File: config.mk
export PLATFORM = sky130hd
export DESIGN_NAME = mem_port_arbiter
export DESIGN_NICKNAME = d
export VERILOG_FILES = /design/src/rtl/mem_port_arbiter.sv
export SDC_FILE = /design/constraint.sdc
export NUM_CORES = 1
export LEC_CHECK = 0
export ABC_AREA = 1
export BUFFER_PORTS_ARGS = -buffer_cell sky130_fd_sc_hd__buf_2
export CAP_MARGIN = 30
export CORE_MARGIN = 2
export CORE_UTILIZATION = 50
export CTS_CLUSTER_SIZE = 16
export DETAILED_ROUTE_END_ITERATION = 8
export GPL_TIMING_DRIVEN = 0
export PLACE_DENSITY = 0.84
export SYNTH_ARGS = -nofsm -noshare
export SYNTH_HDL_FRONTEND = slang
export SYNTH_SLANG_ARGS = --single-unit
File: constraint.sdc
create_clock -name clk_in -period 3.9 [get_ports clk_in]
set_input_delay 0.585 -clock clk_in [delete_from_list [all_inputs] [get_ports clk_in]]
set_output_delay 0.585 -clock clk_in [all_outputs]
set_load 0.005 [all_outputs]
File: src/rtl/mem_port_arbiter.sv
// Round-robin arbiter sequencing a single-port memory between instruction fetch and data access.
// Optional statistics counters are enabled with `define MEM_ARB_STATS_EN.
module mem_port_arbiter #(
  parameter int MEM_WIDTH   = 16,
  parameter int DATA_WIDTH  = 16,
  parameter int MEM_LATENCY = 2
) (
  input  logic                  clk_in,
  input  logic                  RST,
  input  logic                  if_req,
  input  logic [MEM_WIDTH-1:0]  if_addr,
  output logic [DATA_WIDTH-1:0] if_rdata,
  output logic                  if_valid,
  input  logic                  dm_req,
  input  logic                  dm_we,
  input  logic [MEM_WIDTH-1:0]  dm_addr,
  input  logic [DATA_WIDTH-1:0] dm_wdata,
  output logic [DATA_WIDTH-1:0] dm_rdata,
  output logic                  dm_valid,
  output logic                  mem_en,
  output logic                  mem_we,
  output logic [MEM_WIDTH-1:0]  mem_addr,
  output logic [DATA_WIDTH-1:0] mem_wdata,
  input  logic [DATA_WIDTH-1:0] mem_rdata,
  output logic                  stall
`ifdef MEM_ARB_STATS_EN
  ,
  output logic [15:0]           conflict_cnt,
  output logic [15:0]           grant_cnt
`endif
);

  typedef enum logic [1:0] {IDLE = 2'd0, ACCESS = 2'd1, RESP = 2'd2} state_t;

  localparam logic [3:0] CNT_INIT = 4'(MEM_LATENCY - 1);
  localparam logic GRANT_IF = 1'b0;
  localparam logic GRANT_DM = 1'b1;

  state_t                state_q, state_d;
  logic [3:0]            cnt_q, cnt_d;
  logic                  last_grant_q, last_grant_d;
  logic                  grant_q, grant_d;
  logic                  mem_en_q, mem_en_d;
  logic                  mem_we_q, mem_we_d;
  logic [MEM_WIDTH-1:0]  mem_addr_q, mem_addr_d;
  logic [DATA_WIDTH-1:0] mem_wdata_q, mem_wdata_d;
  logic [DATA_WIDTH-1:0] if_rdata_q, if_rdata_d;
  logic [DATA_WIDTH-1:0] dm_rdata_q, dm_rdata_d;
  logic                  if_valid_q, if_valid_d;
  logic                  dm_valid_q, dm_valid_d;
  logic                  pick_dm;

  // Data wins when it is the only requester or when fetch won the previous grant.
  assign pick_dm = dm_req & (~if_req | (last_grant_q == GRANT_IF));

  always_comb begin
    state_d      = state_q;
    cnt_d        = cnt_q;
    last_grant_d = last_grant_q;
    grant_d      = grant_q;
    mem_en_d     = 1'b0;
    mem_we_d     = 1'b0;
    mem_addr_d   = mem_addr_q;
    mem_wdata_d  = mem_wdata_q;
    if_rdata_d   = if_rdata_q;
    dm_rdata_d   = dm_rdata_q;
    if_valid_d   = 1'b0;
    dm_valid_d   = 1'b0;
    unique case (state_q)
      IDLE: begin
        if (if_req || dm_req) begin
          grant_d    = pick_dm;
          mem_addr_d = pick_dm ? dm_addr : if_addr;
          if (pick_dm) mem_wdata_d = dm_wdata;
          mem_en_d   = 1'b1;
          mem_we_d   = pick_dm & dm_we;
          cnt_d      = CNT_INIT;
          state_d    = ACCESS;
        end
      end
      ACCESS: begin
        if (cnt_q == 4'd0) begin
          // mem_rdata is valid on this final enable cycle
          if (grant_q == GRANT_IF) begin
            if_rdata_d = mem_rdata;
            if_valid_d = 1'b1;
          end else begin
            if (!mem_we_q) dm_rdata_d = mem_rdata;
            dm_valid_d = 1'b1;
          end
          state_d = RESP;
        end else begin
          mem_en_d = 1'b1;
          mem_we_d = mem_we_q;
          cnt_d    = cnt_q - 4'd1;
        end
      end
      RESP: begin
        last_grant_d = grant_q;
        state_d      = IDLE;
      end
      default: state_d = IDLE;
    endcase
  end

  always_ff @(posedge clk_in) begin
    if (RST) begin
      state_q      <= IDLE;
      cnt_q        <= 4'd0;
      last_grant_q <= GRANT_IF;
      grant_q      <= GRANT_IF;
      mem_en_q     <= 1'b0;
      mem_we_q     <= 1'b0;
      mem_addr_q   <= '0;
      mem_wdata_q  <= '0;
      if_rdata_q   <= '0;
      dm_rdata_q   <= '0;
      if_valid_q   <= 1'b0;
      dm_valid_q   <= 1'b0;
    end else begin
      state_q      <= state_d;
      cnt_q        <= cnt_d;
      last_grant_q <= last_grant_d;
      grant_q      <= grant_d;
      mem_en_q     <= mem_en_d;
      mem_we_q     <= mem_we_d;
      mem_addr_q   <= mem_addr_d;
      mem_wdata_q  <= mem_wdata_d;
      if_rdata_q   <= if_rdata_d;
      dm_rdata_q   <= dm_rdata_d;
      if_valid_q   <= if_valid_d;
      dm_valid_q   <= dm_valid_d;
    end
  end

  assign mem_en    = mem_en_q;
  assign mem_we    = mem_we_q;
  assign mem_addr  = mem_addr_q;
  assign mem_wdata = mem_wdata_q;
  assign if_rdata  = if_rdata_q;
  assign dm_rdata  = dm_rdata_q;
  assign if_valid  = if_valid_q;
  assign dm_valid  = dm_valid_q;
  assign stall     = (if_req & ~if_valid_q) | (dm_req & ~dm_valid_q);

`ifdef MEM_ARB_STATS_EN
  logic [15:0] conflict_cnt_q, conflict_cnt_d;
  logic [15:0] grant_cnt_q, grant_cnt_d;

  always_comb begin
    conflict_cnt_d = conflict_cnt_q;
    grant_cnt_d    = grant_cnt_q;
    if ((state_q == IDLE) && if_req && dm_req && (conflict_cnt_q != 16'hFFFF))
      conflict_cnt_d = conflict_cnt_q + 16'd1;
    // RESP is exactly the cycle in which a valid pulse is presented
    if (state_q == RESP)
      grant_cnt_d = grant_cnt_q + 16'd1;
  end

  always_ff @(posedge clk_in) begin
    if (RST) begin
      conflict_cnt_q <= 16'd0;
      grant_cnt_q    <= 16'd0;
    end else begin
      conflict_cnt_q <= conflict_cnt_d;
      grant_cnt_q    <= grant_cnt_d;
    end
  end

  assign conflict_cnt = conflict_cnt_q;
  assign grant_cnt    = grant_cnt_q;
`endif

endmodule

==> results.cfg, run 1 <==
[outcome]
status = finished clean

[critical_path]
cp.depth = 7
cpLargestDelayFamily = simple AND/OR/NAND/NOR gates
reg2reg_from = cnt_q[0]
r2r-end = dm_rdata[13]
critPathSlowestCell = nor2_1
worstPathRequired_ns = 4.18
cp.arrival_ns = 1.91
r2r_cells = 8
criticalPathCategory = in2reg
crit_chain = buf_2 -> nand2_1 -> nand2_1 -> nor2_1 -> buf_2 -> o21ai_0 -> nor2_1
max_stage_delay_ns = 0.46
critPathBufInv = 2
startpoint_type = primary input
cp-end-kind = register
r2r_slack_ns = 2.29
cp_max_fo = 10

[global_routing]
grt_pass1_wl_um = 12470
track_usage_pct = 23.90
antenna_found_initial = 0
grt_pass1_vias = 2971
overflow = 0
grt_max_degree = 13

[clock_tree]
cts-resized-gates = 0
cts_buffer_depth = 2
cts_sinks = 76
ctsHoldBuffers = 0
cts_tree = done
cts_buffers = 9
post_cts_buffers = 0
htreeDepth = 3
path_clk_slew_ns = 0.08
clock_latency_ns = 0.34
cts-root-buf = clkbuf_8

[final_layout]
fillers = 529
fin_nets = 637
stdcell_area_um2 = 4118
area_delta_synth_final_pct = 32.70
final_util_pct = 69.14
final_cell_mix = 141 x buf_2, 94 x nor2_1, 76 x dfxtp_1
drive_gt1_share_pct = 31.17
final_common_cell = buf_2
n_antenna_cell = 0

[sta]
relSlewSlack_pct = 67.15
min_period_ns = 1.628
rsz0062_at_grt = false
fin_crit_sh_pct = 41.73
worstMarginPinSlew_ns = 0.4910
finClkSkew_ns = 0.005113
whs_ns = 0.4653
finalHoldViolCount = 0
setup_slack_ns = 2.272
fin_setup_tns_ns = 0
finalMaxSlewViolations = 0
setup-violations-final = 0
timing.fmax_mhz = 614.4

[logic_synthesis]
yosysTopAreaCell = dfxtp_1
avgSynthCellArea_um2 = 7.423
yosys-top-cells-area = dfxtp_1 49%, nor2_1 11%, o21ai_0 7.6%, nand2_1 7.4%, nand4_1 6.5%
netlist_instances = 418
seq_area_frac_synth_pct = 49.03
synth.top_cell.area_share_pct = 49.03
synth_cell_type_count = 27
ys_warn_count = 0
syn_area_um2 = 3103
ys_ff_latch = 76
syn_nets = 489

[hold_path]
holdPathEnd = mem_addr[8]
hold_depth = 2
hp-class = reg2reg
hp-start = mem_addr[8]

[pwr]
swShare_pct = 29.48
p_per_area_nw_per_um2 = 501.3
clkPwrFrac_pct = 33.4
p_switching_uw = 608.5
peakVddDrop_mv = 0.3047
p_leak_nw = 2.054
p_seq_share_pct = 44.4
internal-power_mw = 1.456
power_frac_comb_pct = 22.1

[drt]
ant_nets = 0
post-route-drc-count = 0
drt-total-wl_um = 8084
via_count = 3250
routedWlPerCell_um = 12.51
dr.pass1.iters = 4
via_per_inst = 5.031
drt_iter0_drc = 114

[place]
place.gp.congestion = 0.8840
dpl-instance-area_um2 = 3882
pre_cts_slack_ns = 1.914
dp_hpwl_um = 6151
io_buffers = 137

[die]
die_h_um = 82.78
die_w_um = 82.78
rows = 28
core_area_um2 = 5956
ios = 138
start_util_pct = 52.10
die_area_um2 = 6852

[run]
drv_cap = 0
==> worst register-to-register path: stages, from the launching register on <==
cell and delay, ns:
dfxtp_1 0.31, inv_1 0.13, ha_1 0.17, nand2_1 0.13, inv_2 0.13, clkbuf_1 0.32
nand4_1 0.15, nand2_1 0.13, nor2_2 0.05
==> registers in the layout, indices dropped and copies added, names as in the netlist <==
signal        flops
mem_addr         16
last_grant_q      1
mem_we            1
dm_rdata         16
mem_en            1
state_q           2
if_rdata         16
if_valid          1
mem_wdata        16
cnt_q             4
dm_valid          1
grant_q           1
==> layout make-up <==
class	count	area, µm²	area share [%]
buffer	25	111.4	2.704
clock buffer	12	165.2	4.011
clock inverter	4	70.07	1.702
inverter	30	112.6	2.735
multi-input combinational	287	1358	32.97
sequential	76	1521	36.95
tap	75	93.84	2.279
timing repair buffer	137	685.7	16.65
==> worst max-delay path by stage <==
stage / start / to
final: if_req / mem_wdata[9]
after global placement: if_req / mem_wdata[11]
after CTS: if_req / mem_wdata[9]
after global routing: state_q[1] / mem_wdata[13]
after floorplan: RST / mem_addr[10]
after detailed placement: if_req / mem_wdata[9]
==> cell usage after synthesis <==
cell type,number
dfxtp_1,76
o21ai_0,47
xnor2_1,1
inv_2,2
a21oi_1,5
or2_2,1
buf_2,4
nor3b_4,1
o21ai_1,4
buf_1,1
clkbuf_1,17
o22ai_1,1
clkinv_1,1
nor2_1,94
nor2_8,1
nor3_1,19
nor2_4,1
inv_1,27
nand3_1,4
buf_6,1
buf_4,1
nand2_1,61
clkbuf_2,1
a311oi_1,1
nand4_1,32
ha_1,2
nor2_2,12
==> layer usage <==
metal | GRT usage (%) | wire, µm | vias up
met1 | 26.53 | 3309 | 1458
met2 | 41.94 | 3992 | 129
li1 | - | - | 1658
met4 | 8.689 | 86 | 0
met3 | 8.658 | 696 | 5
met5 | 0 | 0 | -
==> power by group through the flow <==
stage               registers, mW  logic [mW]  clock network [mW]
floorplan                   0.938       0.266                   0
CTS                         0.917       0.458               0.698
global route                0.928       0.520               0.734
global placement            0.929       0.440                   0
finish                      0.917       0.457               0.690
detailed placement          0.933       0.456                   0
==> logic make-up (layout without fill, tap and decap cells) <==
kind of cell / count (synthesis) / count (layout) / share of synthesized area [%]
AOI/OAI and AO/OA: 58 / 58 / 9.516
xor gates and xnor gates: 1 / 1 / 0.2823
adders and majority gates: 2 / 2 / 0.8063
buffers and inverters: 55 / 208 / 7.218
DFF: 76 / 76 / 49.03
and+or+nand+nor: 226 / 226 / 33.15
==> per-stage QoR <==
step	power, mW	instances
6_report	2.064	646
5_1_grt	2.182	646
4_1_cts	2.073	646
3_5_place_dp	1.389	630
3_3_place_gp	1.369	630
2_1_floorplan	1.204	418
No activity file was read; power rests on OpenSTA's default activity.
==> run 2: changes to the inputs <==
Settings changed: CORE_UTILIZATION 50 to 47, PLACE_DENSITY 0.84 to 0.8.
Clock period 3.9 ns to 1.5 ns, I/O delays scaled along.
==> results.cfg, run 2 (synthesis results as in run 1) <==
[outcome]
status = finished clean

[global_routing]
grt_pass1_vias = 2950
antenna_found_initial = 0
grt_pass1_wl_um = 12940
track_usage_pct = 21.76
overflow = 0
grt_max_degree = 13

[clock_tree]
cts-root-buf = clkbuf_8
cts_buffers = 9
htreeDepth = 3
cts_buffer_depth = 2
cts_sinks = 76
ctsHoldBuffers = 0
clock_latency_ns = 0.34
path_clk_slew_ns = 0.07
cts_tree = done

[drt]
post-route-drc-count = 0
drt-total-wl_um = 8098
routedWlPerCell_um = 12.46
drt_iter0_drc = 122
wl_met2_um = 3884
via_count = 3220
met1_length_um = 3539
dr.pass1.iters = 4
met3WireLength_um = 565
routed.top_layer = met4
ant_nets = 0
via_per_inst = 4.954

[final_layout]
fin_nets = 639
final_cell_mix = 138 x buf_2, 92 x nor2_1, 75 x dfxtp_1
multi_input_area_um2 = 1396
final_util_pct = 65.85
area_delta_synth_final_pct = 34.76
fillers = 579
drive_gt1_share_pct = 33.51
final_common_cell = buf_2
n_antenna_cell = 0
seqCellArea_um2 = 1523

[critical_path]
worstPathRequired_ns = 1.77
cpLargestDelayFamily = simple AND/OR/NAND/NOR gates
cp.arrival_ns = 1.67
max_stage_delay_ns = 0.33
critPathBufInv = 1
criticalPathCategory = reg2reg
startpoint_type = register
cp_max_fo = 6
cp-end-kind = register
critPathSlowestCell = dfxtp_1
crit_chain = inv_1 -> ha_1 -> nand2_2 -> nand2_1 -> or2_2 -> a21oi_1

[die]
ios = 138
die_area_um2 = 7268
die_h_um = 85.26
rows = 29
core_area_um2 = 6350
die_w_um = 85.26
start_util_pct = 48.87

[place]
io_buffers = 137
place.gp.congestion = 0.8390
dp_hpwl_um = 6070
pre_cts_slack_ns = -0.1538

[sta]
fin_crit_sh_pct = 93.50
finalHoldViolCount = 0
timing.fmax_mhz = 713.0
finClkSkew_ns = 0.01226
setup-violations-final = 0
setup_slack_ns = 0.09756
min_period_ns = 1.402
finalMaxSlewViolations = 0
worstMarginPinSlew_ns = 0.5858
relSlewSlack_pct = 60.94

[pwr]
power_mw = 5.352
p_per_area_nw_per_um2 = 1280
p_leak_nw = 2.074
peakVddDrop_mv = 0.8128

[hold_path]
hp-class = in2reg

[run]
drv_cap = 0
==> run 2: cell types whose count changed in the layout (fill, tap and decap cells not counted), sizes merged <==
cell and delta:
clkinvlp +1, clkinv -1, buf +1, clkbuf +1
==> run 2: where the power goes <==
part           total [mW]  leakage (nW)  switching (mW)  internal, mW
logic                1.26          1.34           0.752         0.505
registers            2.38         0.623           0.125          2.26
clock network        1.71         0.107           0.730         0.982
==> run 2: final timing paths <==
kind                start       endpoint  slack (ns)  cells past startpoint
min          dm_wdata[11]  mem_wdata[11]        0.12                      3
max              cnt_q[0]       cnt_q[1]         0.1                      6
max reg2reg      cnt_q[0]       cnt_q[1]         0.1                      6
min reg2reg  mem_addr[13]   mem_addr[13]        0.46                      2
==> run 2: per-stage QoR <==
step	instances	hold WS [ns]	TNS [ns]	cell area, µm²
2_1_floorplan	418	0.3669	0	3103
3_3_place_gp	632	0.4354	-1.251	3885
3_5_place_dp	632	0.4445	-2.379	3885
4_1_cts	650	0.1123	0	4135
5_1_grt	650	0.1220	-0.007690	4182
6_report	650	0.1174	0	4182
==> run 2: layer usage <==
metal / track usage (%) / vias to the layer above
met1: 27.59 / 1435
met2: 36.93 / 110
met3: 5.058 / 13
li1: - / 1662
met5: 0 / -
met4: 6.349 / 0
==> run 2: repair_timing <==
item                                   4_1_cts  5_1_grt
resized for setup                            8       18
cloned                                       0        0
setup endpoints to repair                   44       60
setup buffers                                2        1
endpoints found under the hold margin        0        0
pin swaps                                    1        1
==> run 2: cell type report <==
| type | count | share of cell area, % |
|---|---|---|
| plain buffers | 24 | 2.992 |
| clock buffers | 12 | 3.471 |
| clock inverters | 4 | 1.735 |
| inverters | 30 | 2.753 |
| multi-input cells | 287 | 33.39 |
| flip-flops and latches | 76 | 36.42 |
| well taps | 77 | 2.304 |
| repair buffers | 140 | 16.94 |
==> run 2: tightest hold or removal path, stage by stage <==
cell and delay, ns:
buf_2 0.07, nor3_1 0.04, nor2_1 0.08
